`config.mk`:
```
export PLATFORM = sky130hd
export DESIGN_NAME = mem_access_unit
export DESIGN_NICKNAME = d
export VERILOG_FILES = /design/src/rtl/mem_access_unit.sv
export SDC_FILE = /design/constraint.sdc
export NUM_CORES = 1
export LEC_CHECK = 0
export CAP_MARGIN = 20
export CORE_MARGIN = 5
export CORE_UTILIZATION = 43
export CTS_CLUSTER_DIAMETER = 150
export CTS_CLUSTER_SIZE = 40
export DETAILED_ROUTE_END_ITERATION = 7
export PLACE_DENSITY = 0.79
export SKIP_LAST_GASP = 1
export SLEW_MARGIN = 20
export SYNTH_ARGS = -nofsm -noshare
export SYNTH_HDL_FRONTEND = slang
export SYNTH_SLANG_ARGS = --single-unit
```
`constraint.sdc`:
```
create_clock -name clk -period 2.4 [get_ports clk]
set_input_delay 0.48 -clock clk [delete_from_list [all_inputs] [get_ports clk]]
set_output_delay 0.48 -clock clk [all_outputs]
set_load 0.03 [all_outputs]
```
`src/rtl/mem_access_unit.sv`:
```
// ============================================================================
//  Module      : mem_access_unit
//  Description : Adapts LSU byte/half/word loads and stores to a word-only
//                memory: lane extraction, sign/zero extension, sub-word RMW.
//  Revision    : 1.0 - initial release
// ============================================================================
`default_nettype none

module mem_access_unit #(
    parameter bit FAULT_ON_UNSELECTED = 1'b1
) (
    input  logic        clk,
    input  logic        rst_n,
    input  logic        req_valid,
    output logic        req_ready,
    input  logic        req_we,
    input  logic [1:0]  req_size,
    input  logic        req_unsigned,
    input  logic [31:0] req_addr,
    input  logic [31:0] req_wdata,
    output logic        resp_valid,
    output logic [31:0] resp_rdata,
    output logic        resp_fault,
    output logic        mem_rw,
    output logic [31:0] mem_address,
    output logic [31:0] mem_write_data,
    input  logic [31:0] mem_read_data,
    input  logic        mem_selected
);

    typedef enum logic [2:0] {
        S_IDLE     = 3'd0,
        S_LOAD     = 3'd1,
        S_RMW_READ = 3'd2,
        S_WRITE    = 3'd3,
        S_FAULT    = 3'd4,
        S_RESP     = 3'd5
    } state_t;

    state_t      r_state;
    logic [1:0]  r_size;
    logic        r_unsigned;
    logic [1:0]  r_lane;
    logic [15:0] r_wdata;

    logic        w_misaligned;
    logic [7:0]  w_byte;
    logic [15:0] w_half;
    logic [31:0] w_load_data;
    logic [31:0] w_merge;

    assign w_misaligned = (req_size == 2'b11) ||
                          ((req_size == 2'b01) && req_addr[0]) ||
                          ((req_size == 2'b10) && (req_addr[1:0] != 2'b00));

    always_comb begin
        w_byte      = mem_read_data[{r_lane, 3'b000} +: 8];
        w_half      = mem_read_data[{r_lane[1], 4'b0000} +: 16];
        w_load_data = mem_read_data;
        case (r_size)
            2'b00:   w_load_data = {{24{~r_unsigned & w_byte[7]}}, w_byte};
            2'b01:   w_load_data = {{16{~r_unsigned & w_half[15]}}, w_half};
            default: w_load_data = mem_read_data;
        endcase
    end

    // Only the addressed lane is replaced; the rest comes from the read word.
    always_comb begin
        w_merge = mem_read_data;
        if (r_size == 2'b00)
            w_merge[{r_lane, 3'b000} +: 8] = r_wdata[7:0];
        else
            w_merge[{r_lane[1], 4'b0000} +: 16] = r_wdata;
    end

    always_ff @(posedge clk or negedge rst_n) begin
        if (!rst_n) begin
            r_state        <= S_IDLE;
            r_size         <= 2'b00;
            r_unsigned     <= 1'b0;
            r_lane         <= 2'b00;
            r_wdata        <= 16'h0000;
            req_ready      <= 1'b1;
            resp_valid     <= 1'b0;
            resp_fault     <= 1'b0;
            resp_rdata     <= 32'h0000_0000;
            mem_rw         <= 1'b0;
            mem_address    <= 32'h0000_0000;
            mem_write_data <= 32'h0000_0000;
        end else begin
            case (r_state)
                S_IDLE: begin
                    if (req_valid && req_ready) begin
                        req_ready   <= 1'b0;
                        r_size      <= req_size;
                        r_unsigned  <= req_unsigned;
                        r_lane      <= req_addr[1:0];
                        r_wdata     <= req_wdata[15:0];
                        mem_address <= {req_addr[31:2], 2'b00};
                        if (w_misaligned) begin
                            // Fault reply is presented in the FAULT cycle itself.
                            resp_valid <= 1'b1;
                            resp_fault <= 1'b1;
                            resp_rdata <= 32'h0000_0000;
                            r_state    <= S_FAULT;
                        end else if (!req_we) begin
                            r_state <= S_LOAD;
                        end else if (req_size == 2'b10) begin
                            mem_write_data <= req_wdata;
                            mem_rw         <= 1'b1;
                            r_state        <= S_WRITE;
                        end else begin
                            r_state <= S_RMW_READ;
                        end
                    end
                end
                S_LOAD: begin
                    resp_valid <= 1'b1;
                    resp_fault <= FAULT_ON_UNSELECTED & ~mem_selected;
                    resp_rdata <= mem_selected ? w_load_data : 32'h0000_0000;
                    r_state    <= S_RESP;
                end
                S_RMW_READ: begin
                    if (mem_selected) begin
                        mem_write_data <= w_merge;
                        mem_rw         <= 1'b1;
                        r_state        <= S_WRITE;
                    end else begin
                        resp_valid <= 1'b1;
                        resp_fault <= FAULT_ON_UNSELECTED;
                        resp_rdata <= 32'h0000_0000;
                        r_state    <= S_RESP;
                    end
                end
                S_WRITE: begin
                    mem_rw     <= 1'b0;
                    resp_valid <= 1'b1;
                    resp_fault <= FAULT_ON_UNSELECTED & ~mem_selected;
                    resp_rdata <= 32'h0000_0000;
                    r_state    <= S_RESP;
                end
                S_FAULT, S_RESP: begin
                    resp_valid  <= 1'b0;
                    resp_fault  <= 1'b0;
                    resp_rdata  <= 32'h0000_0000;
                    mem_address <= 32'h0000_0000;
                    req_ready   <= 1'b1;
                    r_state     <= S_IDLE;
                end
                default: begin
                    mem_rw    <= 1'b0;
                    req_ready <= 1'b1;
                    r_state   <= S_IDLE;
                end
            endcase
        end
    end

endmodule

`default_nettype wire

```
### After elaboration in Yosys (flattened, before gate mapping)

Cells that the tools add are included.

| operators by class | value |
|---|---|
| add/subtract/negate cells | 2 |
| equal/unequal tests | 16 |
| shift-type cells | 6 |
| mux-type cells | 36 |
| bitwise logic cells | 6 |
| reduce and logical (&&, ||, !) cells | 24 |

Operator list:

| kind | number |
|---|---|
| $mux 32 | 11 |
| $pmux 32 s2 | 3 |
| $pmux 32 s4 | 1 |
| $bwmux 32 | 2 |
| $shift 16x7->32 const A | 1 |
| $shift 8x7->32 const A | 1 |
| $shiftx 16x7->32 | 1 |
| $shiftx 32x6->16 | 1 |
| $shiftx 32x6->8 | 1 |
| $shiftx 8x7->32 | 1 |
| $ne 2x2->1 const B | 7 |
| $neg 5->7 | 2 |
| $reduce_and 6->1 | 2 |
| $mux 1 | 10 |
| $mux 3 | 3 |
| $pmux 3 s3 | 1 |
| $reduce_or 3->1 | 3 |
| $pmux 1 s4 | 2 |
| $reduce_and 4->1 | 2 |
| $reduce_bool 4->1 | 2 |
| $eq 3x2->1 const B | 2 |
| $eq 3x3->1 const B | 2 |
| $reduce_and 2->1 | 3 |
| $reduce_bool 2->1 | 3 |
| 13 further kinds | 23 |

| word-level totals | value |
|---|---|
| flip-flop bits (word level) | 124 |
| input bits | 104 |
| output and inout bits | 100 |
| logic and storage cells | 102 |

### Logic depth before layout (Yosys ltp)

Gate-level depths: netlist (run 1).

| logic depth | value |
|---|---|
| word-level depth | 7 |
| mapped depth | 10 |
| mapped depth without buffers | 6 |

### Least setup slack after synthesis (run 1)

No wires, ideal clock.

| timing path | value |
|---|---|
| path type | register to register |
| start | register r_lane[1] |
| end | register mem_write_data[0] |
| library setup time | 0.125 ns |
| arrival time | 2.188 ns |
| data required time | 2.275 ns |
| slack | 0.088 ns |
| stages on the path, launching flop included | 11 |
| buffers on the path | 4 |
| clock period less this slack | 2.312 ns |
| cell sequence | dfrtp_1 -> buf_4 -> buf_2 -> inv_1 -> ha_1 -> buf_2 -> and4bb_2 -> buf_2 -> a221oi_1 -> o2bb2ai_1 -> mux2_2 |

| on the way | value |
|---|---|
| word-level cells in the longest chain between the ends | 6 |
| elaborated cells between the ends (all ways) | 11 |
| classes of those cells | add/sub: 2; shift: 4; mux: 5 |

RTL lines:

| element | line | RTL |
|---|---|---|
| start, declared | 43 | `logic [1:0] r_lane;` |
| start signal, assigned | 97 | `r_lane <= req_addr[1:0];` |
| $neg 5->7 (on tied branches) | 73, 71 |  |
| $shiftx 16x7->32 (tied with other cells) | 73 | `w_merge[{r_lane[1], 4'b0000} +: 16] = r_wdata;` |
| $bwmux 32 (on tied branches) | 73, 71 |  |
| $mux 32 (*) | 70 | `if (r_size == 2'b00)` |
| $mux 32 (*) | 124 | `if (mem_selected) begin` |
| $pmux 32 s2 (*) | 91 | `case (r_state)` |
| end signal, assigned | 109 | `mem_write_data <= req_wdata;` |
| end signal, assigned | 125 | `mem_write_data <= w_merge;` |
| end, declared | 26 | `output logic [31:0] mem_write_data,` |

Mark *: on every way between the ends. The rest lies on a longest branch, timed or not. The select of a mux whose other input is x is not followed.
A chain may end at the register's enable or synchronous reset.

### Worst setup path after layout (run 1)

| timing path | value |
|---|---|
| start | register r_lane[1] |
| end | register mem_write_data[13] |

The elaborated chain is that of the path after synthesis.

==> results of run 1 <==
==> flip-flops by register name (all words and copies together) (netlist names) <==
| name | count |
|---|---|
| r_size | 2 |
| r_state | 3 |
| mem_address | 30 |
| r_lane | 2 |
| mem_write_data | 32 |
| req_ready | 1 |
| r_unsigned | 1 |
| resp_rdata | 32 |
| resp_valid | 1 |
| mem_rw | 1 |
| r_wdata | 16 |
| resp_fault | 1 |
==> layer usage <==
metal	vias up	track usage (%)	wire (µm)
li1	2789	-	-
met1	2978	31.47	8905
met2	306	37.69	10540
met3	59	5.609	1863
met4	0	9.295	713
met5	-	0	0
==> per-stage QoR <==
step	hold slack, ns	util (%)	instance area (µm²)	cells	total power (W)
2_1_floorplan	0.1844	-	6754	653	0.007905
3_3_place_gp	0.4762	58.82	9009	1036	0.01026
3_5_place_dp	0.4758	58.82	9009	1036	0.01040
4_1_cts	0.05365	62.92	9635	1068	0.01317
5_1_grt	0.08774	62.93	9638	1068	0.01379
6_report	0.04074	62.93	9638	1068	0.01317
==> Yosys cell counts (12+ instances only) <==
cell type  instances  area [µm²]
buf_4             13       97.59
a221oi_1          32       280.3
mux2_2            87       979.7
clkbuf_1          17       63.81
a221o_1           12       120.1
inv_1             33       123.9
buf_2             16       80.08
o22ai_1           25       156.4
a21oi_1           15       75.07
o2bb2ai_1         22       192.7
dfrtp_1          121        3028
o21ai_0           79       395.4
nand2_1           70       262.8
==> path summary, 6_finish.rpt <==
path	from	to	slack (ns)	cells after the start
min in group clk	resp_rdata[11]	resp_rdata[11]	0.49	1
setup reg to reg	r_lane[1]	mem_write_data[13]	0.26	6
hold reg to reg	resp_rdata[11]	resp_rdata[11]	0.49	1
hold / removal	rst_n	mem_address[9]	0.04	1
setup / recovery	r_lane[1]	mem_write_data[13]	0.26	6
max in group asynchronous	rst_n	r_lane[1]	1.67	2
==> cells by family (layout without fill, tap and decap cells) <==
group | count (synthesis) | in the layout | share of synthesized area, %
adders and majority gates | 5 | 5 | 0.9268
DFF | 122 | 122 | 45.25
buffers and inverters | 90 | 294 | 6.803
muxes | 95 | 95 | 15.70
AOI/OAI and AO/OA | 212 | 212 | 21.87
other | 1 | 2 | 0.05555
and+or+nand+nor | 127 | 127 | 9.398
==> critical path: cells and delay by family (launching register included) <==
kind | cells | cell delay [ns]
flip-flops | 1 | 0.42
multiplexers | 1 | 0.28
AND/OR/NAND/NOR | 1 | 0.30
buffers and inverters | 1 | 0.21
AO/OA/AOI/OAI | 2 | 0.50
adder cells (fa/ha/maj) | 1 | 0.32
==> report_power, final <==
| group | switching, W | total (W) | internal [W] | leakage, nW |
|---|---|---|---|---|
| Combinational | 0.00389 | 0.00687 | 0.00298 | 2.08 |
| Sequential | 0.000661 | 0.00359 | 0.00293 | 1.58 |
| Clock | 0.000911 | 0.00271 | 0.00180 | 0.307 |
==> cell type report <==
type,instances,area (µm²),area share [%]
Sequential cell,122,3055,31.70
Clock inverter,6,107.6,1.116
Clock buffer,26,519.2,5.388
Tap cell,211,264.0,2.739
Timing Repair Buffer,229,2320,24.07
Multi-Input combinational cell,441,3248,33.70
Inverter,33,123.9,1.285
==> cells in the final DEF, fill, tap and decap left out, types with 3 or more instances in the layout <==
| cell type | n |
|---|---|
| a21oi_1 | 15 |
| a221o_1 | 12 |
| a221o_2 | 4 |
| a221oi_1 | 32 |
| and2_1 | 5 |
| and3b_1 | 3 |
| buf_12 | 8 |
| buf_4 | 21 |
| bufinv_16 | 3 |
| clkbuf_1 | 3 |
| clkbuf_16 | 17 |
| clkbuf_8 | 6 |
| clkdlybuf4s50_1 | 200 |
| dfrtp_1 | 120 |
| ha_1 | 5 |
| inv_1 | 33 |
| mux2_2 | 87 |
| mux2i_1 | 8 |
| nand2_1 | 70 |
| nand2b_1 | 10 |
| nor2_1 | 9 |
| nor2b_1 | 4 |
| nor3b_1 | 9 |
| o21a_1 | 6 |
| o21ai_0 | 79 |
| o22ai_1 | 25 |
| o2bb2ai_1 | 22 |
==> impl_metrics.toml, run 1 <==
[run_status]
outcome = "finished clean"

[cts]
path_clk_slew_ns = 0.05
h-tree-depth = 4
clk-insertion-delay-late_ns = 0.42
cts_resized = 0
post_cts_buffers = 0
clock_path_buffers = 2
ctsRootBufferMaster = "clkbuf_16"
cts_tree = "yes"
cts_hold_buf = 0
cts.sinks = 122
cts_buffers = 17

[job]
maxCapViolations = 0

[cells_and_area]
nets = 953
area_growth_pct = 42.78
drive_above_1_share_pct = 18.79
diodes = 0
fillers = 1273

[sta]
tns_ns = 0
hold_viol = 0
min_period_over_period_pct = 89.25
slew_headroom_pct = 26.85
skew_ns = 0.008340
worst_slack_ns = 0.2581
worst_pin_slew_ns = 1.093
post-route-min-period_ns = 2.142
rsz0062_at_grt = "no"
max_freq_mhz = 466.9
finalSetupViolations = 0
slew_violations = 0

[detailed_routing]
avgRoutedWirePerCell_um = 20.62
vias = 6132
vias_per_cell = 5.742
drtAntennaViolNets = 0
first_pass_iters = 8
drcViolationCount = 0
initialDrtViolationCount = 596
wirelength_mm = 22.02

[global_routing]
antenna_found_initial = 0
grt_pass1_wl_mm = 33.90
track_usage_pct = 23.74
grt_overflow = 0
first_global_vias = 6140
grt_max_degree = 65

[die]
initial_core_util_pct = 44.08
rows = 45
die_height_um = 135.3
die_w_um = 135.3
pin_count = 204
core_um2 = 15310
die-area_um2 = 18300

[yosys]
synth_seq_cells = 122
seq_area_frac_synth_pct = 45.25
synthArstFlopShare_pct = 100.0
yosys_warnings = 0
avgSynthCellArea_um2 = 10.35
netlist_instances = 652
synthDistinctLibCells = 52
syn-cell-area_um2 = 6750
synth_edf_count = 0
synth_flop_cell = "dfrtp_1"

[placed_design]
gp_congestion = 0.8980
io_buffers = 201
dp_hpwl_mm = 16.11
detailedPlace.worstSlack_ns = 0.03275

[worst_setup_path]
crit_slowest_cell = "dfrtp_2"
max_stage_delay_ns = 0.42
worstSetupPathType = "register to register"
crit_required_ns = 2.70
critPathMaxFanout = 8
worstSetupStartpointType = "register"
crit_arrival_ns = 2.44
cp_cell_sequence = "inv_1 -> ha_1 -> and3_1 -> a221oi_1 -> o22ai_1 -> mux2_2"
setup.worst_path.end_class = "register"

[power_and_ir_drop]
peakVddDrop_mv = 0.8239
p_leak_nw = 3.966
powerDensity_nw_per_um2 = 1366

[hold_path]
hold_class = "input pin to asynchronous set/reset pin"
Note: power is estimated with default switching activity, not from simulation.
==> run 2, diff against run 1 <==
Settings changed: PLACE_DENSITY 0.79 to 0.77.
==> run 2 against run 1 <==
Die area did not move; sequential cell count did not move; critical path type is now register to output port; combinational power fell by 2%; register-to-register slack improved by 0.05 ns; largest cell class unchanged; final cell count barely moved; clock power barely moved.
==> impl_metrics.toml, run 2 (synthesized netlist as in run 1, its figures left out) <==
[cts]
cts_resized = 0
clock_path_buffers = 2
clk-insertion-delay-late_ns = 0.42
h-tree-depth = 4
cts.sinks = 122
cts_buffers = 17
path_clk_slew_ns = 0.06
ctsRootBufferMaster = "clkbuf_16"
cts_tree = "yes"

[detailed_routing]
vias = 6042
initialDrtViolationCount = 635
wirelength_mm = 22.01
vias_per_cell = 5.652
first_pass_iters = 6
avgRoutedWirePerCell_um = 20.59
drtAntennaViolNets = 0
drcViolationCount = 0

[sta]
hold_ws_ns = 0.4909
min_period_over_period_pct = 88.89
max_freq_mhz = 468.7
finalSetupViolations = 0
post-route-min-period_ns = 2.133
rsz0062_at_grt = "no"
slew_violations = 0
slew_headroom_pct = 29.71
skew_ns = 0.006368
worst_pin_slew_ns = 1.050
hold_viol = 0

[worst_setup_path]
r2r-end = "mem_write_data[8]"
r2r_start = "r_lane[1]"
critPathMaxFanout = 4
rr_worst_depth = 6
rrSetupSlack_ns = 0.31
crit_slowest_cell = "clkdlybuf4s50_1"
worstSetupPathType = "register to output port"
critPathCapture = "req_ready"
crit_required_ns = 1.92
worstSetupStartpointType = "register"
setup.worst_path.end_class = "output port"
critical_path_buf_inv_count = 1
max_stage_delay_ns = 0.68
crit_arrival_ns = 1.65
critical_path.top_delay_family = "buffers and inverters"
cp.depth = 1
worstSetupStartpoint = "req_ready"
cp_cell_sequence = "clkdlybuf4s50_1"

[cells_and_area]
final_core_util_pct = 62.82
design_area_um2 = 9620
nets = 954
mostFrequentLayoutCell = "clkdlybuf4s50_1"
top_regs = "mem_write_data: 32 flops, resp_rdata: 32 flops, mem_address: 30 flops"
diodes = 0
drive_above_1_share_pct = 18.65
mostFrequentLayoutCells = "clkdlybuf4s50_1 (200), dfrtp_1 (120), mux2_2 (87)"
area_growth_pct = 42.52

[placed_design]
io_buffers = 201
placed_cell_area_um2 = 8984
dp_hpwl_mm = 16.03
gp_congestion = 0.9104

[global_routing]
grt_overflow = 0
antenna_found_initial = 0
grt_pass1_wl_mm = 34.65
first_global_vias = 6153
track_usage_pct = 24.48
grt_max_degree = 80

[power_and_ir_drop]
powerDensity_nw_per_um2 = 1359
p_leak_nw = 3.963
peakVddDrop_mv = 0.7623

[hold_path]
hold_class = "register to register"
min_from = "resp_rdata[5]"

[die]
pin_count = 204
die-area_um2 = 18300
rows = 45
core_um2 = 15310
die_w_um = 135.3
initial_core_util_pct = 44.08
die_height_um = 135.3

[job]
maxCapViolations = 0

[run_status]
outcome = "finished clean"
==> run 2: cell count changes in the layout (fill, tap and decap cells not counted) <==
cell           delta
buf_4             +2
nor2_1            +1
buf_12            -2
dlygate4sd3_1     +1
nor2_2            -1
==> run 2: worst min path at each step <==
stage / endpoint / slack (ns) / cells past startpoint
global route: resp_rdata[14] / 0.52 / 1
finish: resp_rdata[5] / 0.49 / 1
CTS: resp_rdata[4] / 0.50 / 1
global placement: mem_address[16] / 0.40 / 1
detailed placement: mem_address[16] / 0.41 / 1
floorplan: mem_address[10] / 0.18 / 0
==> run 2: where the power goes <==
group / switching [W] / leakage, nW / internal [W]
clock network: 0.000909 / 0.307 / 0.00180
registers: 0.000683 / 1.58 / 0.00293
logic: 0.00382 / 2.08 / 0.00294
total: 0.00541 / 3.96 / 0.00766
==> run 2: area by class of cell <==
type | instances | area (µm²)
clock buffer | 26 | 519.2
clock inverter | 6 | 107.6
fill | 1277 | 5694
inverter | 33 | 123.9
multi-input combinational | 441 | 3246
sequential | 122 | 3055
tap | 211 | 264.0
timing repair buffer | 230 | 2305
==> run 2: repair_timing <==
action	CTS	global route
buffers inserted	0	0
endpoints found under the hold margin	22	0
hold buffers	1	0
setup endpoints to repair	0	0
==> run 2: per-stage QoR <==
stage	power, W	instances	TNS, ns	setup WS [ns]
finish	0.01307	1069	0	0.2666
global route	0.01377	1069	0	0.1905
CTS	0.01311	1069	0	0.2474
detailed placement	0.01034	1036	-0.01908	-0.007957
global placement	0.01024	1036	0	0.06970
floorplan	0.007905	653	0	0.08766
==> run 2: metal layers <==
layer | up-vias | GRT usage [%] | share of wire (%)
met5 | - | 1.944 | 0.19
met4 | 2 | 9.742 | 2.8
met3 | 47 | 6.055 | 6.8
met2 | 245 | 38.61 | 48
met1 | 2954 | 32.26 | 43
li1 | 2794 | - | -
==> run 3, diff against run 2 <==
Settings changed: ABC_CLOCK_PERIOD_IN_PS set to 2400.
==> results of run 3 <==
The final DEF is identical to that of run 2; final timing and power are the same.
